--- src/rtl/rv_lsu_pkg.sv ---
// Shared types and helpers for the rv_lsu load/store unit.
package rv_lsu_pkg;

    typedef enum logic [1:0] {
        SZ_B = 2'd0,
        SZ_H = 2'd1,
        SZ_W = 2'd2,
        SZ_D = 2'd3
    } size_e;

    typedef enum logic [1:0] {
        ST_IDLE  = 2'd0,
        ST_BEAT0 = 2'd1,
        ST_BEAT1 = 2'd2,
        ST_RESP  = 2'd3
    } state_e;

    localparam int unsigned TIMEOUT_DEF = 255;
    localparam int unsigned STRB_W      = 16;

    // Byte-enable mask across two beats: len = 1 << size lanes starting at ofs.
    function automatic logic [STRB_W-1:0] strb_full(input logic [1:0] size, input logic [2:0] ofs);
        logic [3:0] len;
        len = 4'(1) << size;
        return STRB_W'((STRB_W'(1) << len) - STRB_W'(1)) << ofs;
    endfunction

endpackage

--- src/rtl/rv_lsu_align.sv ---
// Combinational lane steering for rv_lsu: store shift/strobes and load assemble/extend.
module rv_lsu_align
    import rv_lsu_pkg::*;
#(
    parameter int unsigned XLEN = 32,
    localparam int unsigned NB = XLEN / 8,
    localparam int unsigned OFS_W = $clog2(NB)
) (
    input  logic [1:0]       size,
    input  logic [OFS_W-1:0] ofs,
    input  logic             sign_ext,
    input  logic [XLEN-1:0]  wdata,
    input  logic [XLEN-1:0]  rdata_lo,
    input  logic [XLEN-1:0]  rdata_hi,
    output logic [XLEN-1:0]  wdata_lo_c,
    output logic [XLEN-1:0]  wdata_hi_c,
    output logic [NB-1:0]    strb_lo_c,
    output logic [NB-1:0]    strb_hi_c,
    output logic [XLEN-1:0]  rdata_c,
    output logic             illegal_c,
    output logic             misaligned_c,
    output logic             split_c
);

    localparam int unsigned DW = 2 * XLEN;
    localparam int unsigned SW = 2 * NB;

    logic [3:0]      len;
    logic [SW-1:0]   strb_w;
    logic [DW-1:0]   wdata_w;
    logic [XLEN-1:0] raw;

    assign len          = 4'(1) << size;
    assign illegal_c    = (XLEN == 32) && (size == SZ_D);
    assign misaligned_c = (4'(ofs) & (len - 4'd1)) != 4'd0;
    assign split_c      = (5'(ofs) + 5'(len)) > 5'(NB);

    assign strb_w                   = SW'(strb_full(size, 3'(ofs)));
    assign {strb_hi_c, strb_lo_c}   = strb_w;
    assign wdata_w                  = DW'(wdata) << {ofs, 3'b000};
    assign {wdata_hi_c, wdata_lo_c} = wdata_w;

    // Bytes of a word-crossing read come from both beats; the high beat sits above.
    assign raw = XLEN'({rdata_hi, rdata_lo} >> {ofs, 3'b000});

    always_comb begin
        rdata_c = raw;
        case (size)
            SZ_B:    rdata_c = sign_ext ? XLEN'($signed(raw[7:0]))  : XLEN'(raw[7:0]);
            SZ_H:    rdata_c = sign_ext ? XLEN'($signed(raw[15:0])) : XLEN'(raw[15:0]);
            SZ_W:    rdata_c = sign_ext ? XLEN'($signed(raw[31:0])) : XLEN'(raw[31:0]);
            default: rdata_c = raw;
        endcase
    end

endmodule

--- src/rtl/rv_lsu.sv ---
// Load/store unit: core request/response to a beat-based memory bus with timeout.
// Define RV_LSU_MISALIGN_SPLIT_EN to run word-crossing accesses as two beats.
module rv_lsu
    import rv_lsu_pkg::*;
#(
    parameter int unsigned XLEN    = 32,
    parameter int unsigned ADDR_W  = 32,
    parameter int unsigned TIMEOUT = TIMEOUT_DEF
) (
    input  logic              clk,
    input  logic              rst,
    input  logic              req_valid,
    output logic              req_ready,
    input  logic              req_write,
    input  logic [1:0]        req_size,
    input  logic              req_signed,
    input  logic [ADDR_W-1:0] req_addr,
    input  logic [XLEN-1:0]   req_wdata,
    output logic              resp_valid,
    output logic [XLEN-1:0]   resp_rdata,
    output logic              resp_err,
    output logic              mem_read,
    output logic              mem_write,
    output logic [ADDR_W-1:0] mem_addr,
    output logic [XLEN-1:0]   mem_wdata,
    output logic [XLEN/8-1:0] mem_wstrb,
    output logic              mem_addr_ready,
    input  logic              mem_data_ready,
    input  logic [XLEN-1:0]   mem_rdata
);

    localparam int unsigned NB    = XLEN / 8;
    localparam int unsigned OFS_W = $clog2(NB);
    localparam int unsigned CNT_W = (TIMEOUT > 0) ? $clog2(TIMEOUT + 1) : 1;

`ifdef RV_LSU_MISALIGN_SPLIT_EN
    localparam bit SPLIT_EN = 1'b1;
`else
    localparam bit SPLIT_EN = 1'b0;
`endif

    state_e            state_q, state_d;
    logic              write_q, signed_q, split_q, err_q, err_d;
    logic [1:0]        size_q;
    logic [ADDR_W-1:0] addr_q;
    logic [XLEN-1:0]   wdata_q, rdata0_q;
    logic [CNT_W-1:0]  cnt_q;

    logic              idle, accept_bad, tmo_hit, beat_d, hi_d, rsp_d;
    logic              cur_write, cur_signed;
    logic [1:0]        cur_size;
    logic [ADDR_W-1:0] cur_addr;
    logic [XLEN-1:0]   cur_wdata;
    logic [XLEN-1:0]   wdata_lo, wdata_hi, rdata_ext;
    logic [NB-1:0]     strb_lo, strb_hi;
    logic              illegal, misaligned, split;

    // In IDLE the incoming request drives the lane logic so the first beat registers directly.
    assign idle       = (state_q == ST_IDLE);
    assign cur_write  = idle ? req_write  : write_q;
    assign cur_signed = idle ? req_signed : signed_q;
    assign cur_size   = idle ? req_size   : size_q;
    assign cur_addr   = idle ? req_addr   : addr_q;
    assign cur_wdata  = idle ? req_wdata  : wdata_q;

    rv_lsu_align #(.XLEN(XLEN)) u_align (
        .size         (cur_size),
        .ofs          (cur_addr[OFS_W-1:0]),
        .sign_ext     (cur_signed),
        .wdata        (cur_wdata),
        .rdata_lo     ((state_q == ST_BEAT1) ? rdata0_q : mem_rdata),
        .rdata_hi     (mem_rdata),
        .wdata_lo_c   (wdata_lo),
        .wdata_hi_c   (wdata_hi),
        .strb_lo_c    (strb_lo),
        .strb_hi_c    (strb_hi),
        .rdata_c      (rdata_ext),
        .illegal_c    (illegal),
        .misaligned_c (misaligned),
        .split_c      (split)
    );

    assign accept_bad = illegal || (misaligned && !SPLIT_EN);
    assign tmo_hit    = (TIMEOUT != 0) && (cnt_q == CNT_W'(TIMEOUT - 1));

    always_comb begin
        state_d = state_q;
        err_d   = err_q;
        case (state_q)
            ST_IDLE: begin
                if (req_valid) begin
                    state_d = accept_bad ? ST_RESP : ST_BEAT0;
                    err_d   = accept_bad;
                end
            end
            ST_BEAT0: begin
                if (mem_data_ready) begin
                    state_d = split_q ? ST_BEAT1 : ST_RESP;
                end else if (tmo_hit) begin
                    state_d = ST_RESP;
                    err_d   = 1'b1;
                end
            end
            ST_BEAT1: begin
                if (mem_data_ready) begin
                    state_d = ST_RESP;
                end else if (tmo_hit) begin
                    state_d = ST_RESP;
                    err_d   = 1'b1;
                end
            end
            ST_RESP: state_d = ST_IDLE;
            default: state_d = ST_IDLE;
        endcase
    end

    assign beat_d = (state_d == ST_BEAT0) || (state_d == ST_BEAT1);
    assign hi_d   = (state_d == ST_BEAT1);
    assign rsp_d  = (state_d == ST_RESP);

    // Outputs are registered from the next state so they line up with the state they describe.
    always_ff @(posedge clk) begin
        if (rst) begin
            state_q        <= ST_IDLE;
            write_q        <= 1'b0;
            signed_q       <= 1'b0;
            split_q        <= 1'b0;
            err_q          <= 1'b0;
            size_q         <= 2'd0;
            addr_q         <= '0;
            wdata_q        <= '0;
            rdata0_q       <= '0;
            cnt_q          <= '0;
            req_ready      <= 1'b1;
            resp_valid     <= 1'b0;
            resp_err       <= 1'b0;
            resp_rdata     <= '0;
            mem_read       <= 1'b0;
            mem_write      <= 1'b0;
            mem_addr_ready <= 1'b0;
            mem_addr       <= '0;
            mem_wdata      <= '0;
            mem_wstrb      <= '0;
        end else begin
            state_q <= state_d;
            err_q   <= err_d;
            if (idle && req_valid) begin
                write_q  <= req_write;
                signed_q <= req_signed;
                size_q   <= req_size;
                addr_q   <= req_addr;
                wdata_q  <= req_wdata;
                split_q  <= SPLIT_EN && split;
            end
            if ((state_q == ST_BEAT0) && mem_data_ready) begin
                rdata0_q <= mem_rdata;
            end
            cnt_q <= (beat_d && (state_d == state_q)) ? cnt_q + CNT_W'(1) : CNT_W'(0);

            req_ready      <= (state_d == ST_IDLE);
            mem_addr_ready <= beat_d;
            mem_read       <= beat_d && !cur_write;
            mem_write      <= beat_d && cur_write;
            mem_addr       <= beat_d ? ({cur_addr[ADDR_W-1:OFS_W], OFS_W'(0)}
                                        + (hi_d ? ADDR_W'(NB) : ADDR_W'(0))) : ADDR_W'(0);
            mem_wstrb      <= (beat_d && cur_write) ? (hi_d ? strb_hi : strb_lo) : NB'(0);
            mem_wdata      <= (beat_d && cur_write) ? (hi_d ? wdata_hi : wdata_lo) : XLEN'(0);
            resp_valid     <= rsp_d;
            resp_err       <= rsp_d && err_d;
            resp_rdata     <= (rsp_d && !err_d && !write_q) ? rdata_ext : XLEN'(0);
        end
    end

endmodule

--- config.mk ---
export PLATFORM = sky130hd
export DESIGN_NAME = rv_lsu
export DESIGN_NICKNAME = d
export VERILOG_FILES = /design/src/rtl/rv_lsu_pkg.sv /design/src/rtl/rv_lsu_align.sv /design/src/rtl/rv_lsu.sv
export SDC_FILE = /design/constraint.sdc
export NUM_CORES = 1
export LEC_CHECK = 0
export CAP_MARGIN = 25
export CORE_MARGIN = 2
export CORE_UTILIZATION = 40
export DETAILED_ROUTE_END_ITERATION = 7
export SLEW_MARGIN = 20
export SYNTH_ARGS = -nofsm -noshare
export SYNTH_HDL_FRONTEND = slang
export SYNTH_HIERARCHICAL = 1
export SYNTH_SLANG_ARGS = --single-unit
--- constraint.sdc ---
create_clock -name clk -period 14.05 [get_ports clk]
set_input_delay 2.1075 -clock clk [delete_from_list [all_inputs] [get_ports clk]]
set_output_delay 2.1075 -clock clk [all_outputs]
set_load 0.01 [all_outputs]
# Word level (Yosys, flattened, before mapping)
# Cells that the tools add are included.
[totals] latchBits=0 mem_bits_rw=0 memories=0 output_inout_bits=106 inputBits=104 register_bits=217 mem_bits_ro=0 wordCells=86
[classes] n_reduce_logical=22 muxes=21 eq_ne=10 n_addsub=4 multipliers=0 n_div=0 bitwise=5 shifts=5 order_cmp=0
[ops] operator="32-bit 2-to-1 mux" n=6
[ops] operator="32-bit case mux with 2 select lines" n=1
[ops] operator="32-bit by 5-bit left shift with 64-bit output" n=1
[ops] operator="64-bit by 5-bit right shift with 32-bit output" n=1
[ops] operator="32-bit by 3-bit adder with 32-bit output" n=1
[ops] operator="1-bit by 4-bit left shift with 16-bit output, first input constant" n=1
[ops] operator="16-bit by 2-bit left shift with 8-bit output" n=1
[ops] operator="16-bit by 2-bit subtractor with 16-bit output, second input constant" n=1
[ops] operator="2-bit equality test, second input constant" n=5
[ops] operator="2-bit 2-to-1 mux" n=5
[ops] operator="2-bit OR reduction" n=5
[ops] operator="8-bit by 1-bit adder with 8-bit output, second input constant" n=1
[ops] operator="8-bit equality test, second input constant" n=1
[ops] operator="1-bit logical AND" n=8
[ops] operator="2-bit by 1-bit equality test with 1-bit output, second input constant" n=3
[ops] operator="2-bit zero test" n=3
[ops] operator="2-bit case mux with 3 select lines" n=1
[ops] operator="1-bit 2-to-1 mux" n=5
[ops] operator="2-bit by 4-bit AND with 4-bit output" n=1
[ops] operator="4-bit 2-to-1 mux" n=1
[ops] operator="1-bit NOT" n=4
[ops] operator="4-bit nonzero test" n=1
[ops] operator="1-bit by 2-bit left shift with 4-bit output, first input constant" n=1
[ops] operator="4-bit by 1-bit subtractor with 4-bit output, second input constant" n=1
[ops] operator="5 further kinds" n=8

# Logic depth before layout (Yosys ltp)
[logic_depth] word_depth=15 depth_mapped=26

# Hierarchy
# The synthesis kept the hierarchy.
[modules_own_cells] module="rv_lsu" seq_area_each_um2=4304.1 instances=1 area_per_inst_um2=9083.7 cells_per_inst=1014
[modules_own_cells] module="rv_lsu_align" seq_area_each_um2=0.0 instances=1 area_per_inst_um2=2092.0 cells_per_inst=252

# Least setup slack after synthesis
# Ideal clock, no wire load.
[synth_path] path_type="input to register" startpoint="input port req_size[0]" endpoint="register mem_addr[30]" path_buffers=2 required_ns=13.979 cell_stages=19 setup_slack_ns=8.748 setup_time_ns=0.071 arrival_time_ns=5.232 cell_sequence="mux2_2 clkbuf_1 nor2_1 inv_1 ha_1 a21o_1 or3b_1 o21ai_0 o22a_1 inv_1 ha_1 ha_1 ha_1 inv_1 nor2_1 and3_1 clkbuf_1 a31o_2 a21oi_1"
[synth_between] elab_chain_len=13 elab_cells_between_ends=17
[synth_rtl] element="from (decl)" line="rv_lsu.sv:15" rtl="input logic [1:0] req_size,"
[synth_rtl] element="2-bit 2-to-1 mux (*)" line="rv_lsu.sv:62" rtl="assign cur_size = idle ? req_size : size_q;"
[synth_rtl] element="1-bit by 2-bit left shift with 4-bit output (*)" line="rv_lsu_align.sv:33" rtl="assign len = 4'(1) << size;"
[synth_rtl] element="4-bit by 1-bit subtractor with 4-bit output (*)" line="rv_lsu_align.sv:35" rtl="assign misaligned_c = (4'(ofs) & (len - 4'd1)) != 4'd0;"
[synth_rtl] element="2-bit by 4-bit AND with 4-bit output (*)" line="rv_lsu_align.sv:35"
[synth_rtl] element="4-bit nonzero test (*)" line="rv_lsu_align.sv:35"
[synth_rtl] element="via misaligned" line="rv_lsu.sv:56" rtl="logic illegal, misaligned, split;"
[synth_rtl] element="1-bit logical OR (*)" line="rv_lsu.sv:83" rtl="assign accept_bad = illegal || (misaligned && !SPLIT_EN);"
[synth_rtl] element="2-bit 2-to-1 mux (*)" line="rv_lsu.sv:92" rtl="state_d = accept_bad ? ST_RESP : ST_BEAT0;"
[synth_rtl] element="2-bit 2-to-1 mux (*)" line="rv_lsu.sv:91" rtl="if (req_valid) begin"
[synth_rtl] element="2-bit case mux with 3 select lines (*)" line="rv_lsu.sv:89" rtl="case (state_q)"
[synth_rtl] element="via state_d[1]" line="rv_lsu.sv:42" rtl="state_e state_q, state_d;"
[synth_rtl] element="parallel branches: the longest is 4 deep, another holds 32-bit by 3-bit adder with 32-bit output"
[synth_rtl] element="to (signal assigned)" line="rv_lsu.sv:164" rtl="mem_addr <= beat_d ? ({cur_addr[ADDR_W-1:OFS_W], OFS_W'(0)}"
[synth_rtl] element="to (decl)" line="rv_lsu.sv:24" rtl="output logic [ADDR_W-1:0] mem_addr,"
# Mark *: on every way through the listed nets, which the timed path passes.
# A chain may end at the register's enable or synchronous reset.

# Final worst setup path
[layout_path] startpoint="input port req_size[1]" endpoint="register mem_addr[26]"
[layout_between] elab_chain_len=13 elab_cells_between_ends=17
[layout_rtl] element="2-bit 2-to-1 mux (*)" line="rv_lsu.sv:62"
[layout_rtl] element="via cur_size[1]" line="rv_lsu.sv:51" rtl="logic [1:0] cur_size;"
[layout_rtl] element="1-bit by 2-bit left shift with 4-bit output (*)" line="rv_lsu_align.sv:33"
[layout_rtl] element="4-bit by 1-bit subtractor with 4-bit output (*)" line="rv_lsu_align.sv:35"
[layout_rtl] element="2-bit by 4-bit AND with 4-bit output (*)" line="rv_lsu_align.sv:35"
[layout_rtl] element="4-bit nonzero test (*)" line="rv_lsu_align.sv:35"
[layout_rtl] element="via misaligned" line="rv_lsu.sv:56"
[layout_rtl] element="1-bit logical OR (*)" line="rv_lsu.sv:83"
[layout_rtl] element="2-bit 2-to-1 mux (*)" line="rv_lsu.sv:92"
[layout_rtl] element="2-bit 2-to-1 mux (*)" line="rv_lsu.sv:91"
[layout_rtl] element="2-bit case mux with 3 select lines (*)" line="rv_lsu.sv:89"
[layout_rtl] element="via state_d[1]" line="rv_lsu.sv:42"
[layout_rtl] element="parallel branches: the longest is 4 deep, another holds 32-bit by 3-bit adder with 32-bit output"
# Marked as above.

==> out/qor.txt <==
critical path data arrival time - 6.09 ns
Tot Pwr - 0.00282 W
# nets final - 1524
hold path cells - 2
Area growth, synth to finish - 27.0%
startpoint types - primary input
final wirelength - 31000 um
Num CTS Buffers - 24
Cell Area, Synth - 11100 um^2
Clock Latency Late Sink - 0.52 ns
Synth warnings - 6
final slew viol count - 0
first-pass GRT wire length - 48300 um
CP Capture Type - flip-flop
Tot GR Track Use - 20.8%
Worst-Margin Slew - 0.812 ns
die width - 171 um
initial antenna violation count - 3
vias in the first global route - 8951
via count - 9377
final core occ - 52.0%
kind of critical path - in2reg
ordered list of cells on the worst path - clkdlybuf4s50_1 -> mux2_2 -> nor2_1 -> inv_1 -> ha_1 -> a21o_1 -> or3b_1 -> o21ai_0 -> o22a_1 -> inv_1 -> ha_1 -> ha_1 -> ha_1 -> inv_1 -> nor2_1 -> nand3_1 -> o31a_1 -> nor3_1
WP data required - 14.49 ns
crit-path max cell delay - 0.52 ns
Post-CTS Setup Bufs - 0
outcome - finished clean
final period utilization - 40.2%
Die Y - 171 um
Reg-to-Reg Start - state_q[1]
syn avg cell area - 8.84 um^2
Buffers on Ports - 207
final instance area - 14100 um^2
worst vdd ir - 0.138 mV
Min-Delay Path Class - reg2reg
# fillers - 2498
cell area after placement - 13300 um^2
largest net degree at the start of global routing - 76
Lkg Pwr - 5.26 nW
CP max-delay cell - mux2_2
CTS Hold Buffers Added - 0
Setup Viol. Count Final - 0
first-pass iteration count of the detailed router - 6
placed insts - 1753
Final Non-Filler Cells - 1796
Post-DP HPWL - 21000 um
# DRC - 0
CTS tree - done
Reg-to-Reg End - mem_addr[26]
most numerous cell on the critical path - ha_1
Top Family by Delay on Critical Path - simple AND/OR/NAND/NOR gates
Post-Syn Instances - 1255
global route total overflow - 0
CTS H-tree lvls - 1
maximum clock rate - 177 MHz
Reg area - 4300 um^2
GP Congestion - 0.839
vias per cell - 5.22
setup TNS - 0 ns
initial core utilization - 40.9%
post-layout min period - 5.64 ns
Wirelength per Cell - 17.3 um
Final Hold Viols - 0
Site Rows - 60
PwrDens - 200 nW/um^2
hold path endpoint - wdata_q[27]
relative slew slack - 45.9%
CTS Buffer Depth - 3
number of I/O pins - 210
clock tree sinks - 215
Hold Path Origin - wdata_q[27]
Core Region - 27100 um^2
fraction of layout cells with a size suffix above 1 - 13.1%
reg2reg path depth - 18
1st-iter DRT viols - 705
critical path peak fanout - 33
Worst Clk Skew - 0.00906 ns
Buffers & Inverters on Critical Path - 4
unrepaired setup endpoints after global routing - no
CTS clk-pin slew, worst paths - 0.06 ns
post-route ant nets - 0
post-cts sizing count - 0
area of the multi-input gates - 6290 um^2
Reg2Reg Setup Slack - 8.54 ns
total of max-cap violations - 0
root buffer cell - clkbuf_16
die area - 29100 um^2
area by class of cell:
cell class / count / area share, %
sequential: 215 / 30.6
clock inverter: 5 / 0.631
timing repair buffer: 220 / 15.4
tap: 372 / 3.30
clock buffer: 36 / 5.01
antenna: 2 / 0.0355
multi-input combinational: 932 / 44.7
inverter: 14 / 0.373
flip-flops by register name, indices dropped and copies added (netlist names), 2 cells and up:
signal and cells:
state_q 2, mem_wstrb 4, mem_addr 30, rdata0_q 32
mem_wdata 32, wdata_q 32, size_q 2, resp_rdata 32
addr_q 32, cnt_q 8
routing by layer:
layer  global-route usage (%)  wire (um)  up-vias
met3                     3.65       2110       37
li1                         -          -     4601
met4                     5.09        592        0
met5                        0          0        -
met2                     33.3      14000      316
met1                     29.2      14300     4423
cell usage in the layout, fill, tap and decap left out, drive strengths merged, types with 5 or more instances in the layout:
cell,count
a211oi,5
a21oi,109
a22oi,6
and2,48
and3,12
buf,14
clkbuf,36
clkdlybuf4s50,206
conb,10
dfxtp,215
ha,13
inv,13
mux2,80
mux2i,90
mux4,32
nand2,259
nand2b,5
nand3,24
nand3b,9
nand4,14
nand4b,5
nor2,89
nor2b,6
nor3,12
o21ai,46
xnor2,14
xor2,9
worst reg2reg max path, cell delays in order (launching register included):
cell,delay (ns)
dfxtp_1,0.38
inv_1,0.16
ha_4,0.70
buf_4,0.60
mux2_2,0.28
buf_4,0.60
a21o_1,0.26
or3b_1,0.12
o21ai_0,0.08
o22a_1,0.23
inv_1,0.11
ha_1,0.15
ha_1,0.19
ha_1,0.22
inv_1,0.07
nor2_1,0.52
nand3_1,0.26
o31a_1,0.34
nor3_1,0.15
how the worst max path moves through the flow:
stage	from	end	slack, ns	cells after the start
4_1_cts	req_size[1]	mem_addr[26]	8.44	18
6_report	req_size[1]	mem_addr[26]	8.41	18
2_1_floorplan	req_addr[1]	mem_addr[30]	8.81	18
5_1_grt	state_q[1]	mem_addr[24]	8.02	18
3_5_place_dp	req_size[1]	mem_addr[26]	7.91	18
3_3_place_gp	req_addr[1]	mem_addr[26]	7.99	16
per-stage QoR:
stage	hold WS (ns)	setup slack [ns]
4_1_cts	0.451	8.44
3_5_place_dp	0.443	7.91
6_report	0.452	8.41
3_3_place_gp	0.438	7.99
2_1_floorplan	0.433	8.81
5_1_grt	0.468	8.02
report_power, final:
part | switching [W] | total [W] | leakage (nW) | internal [W]
combinational | 0.000760 | 0.00139 | 3.12 | 0.000631
sequential | 0.0000584 | 0.000791 | 1.75 | 0.000733
clock | 0.000253 | 0.000635 | 0.385 | 0.000382
total | 0.00107 | 0.00282 | 5.26 | 0.00175
No activity file was read; power rests on OpenSTA's default activity.
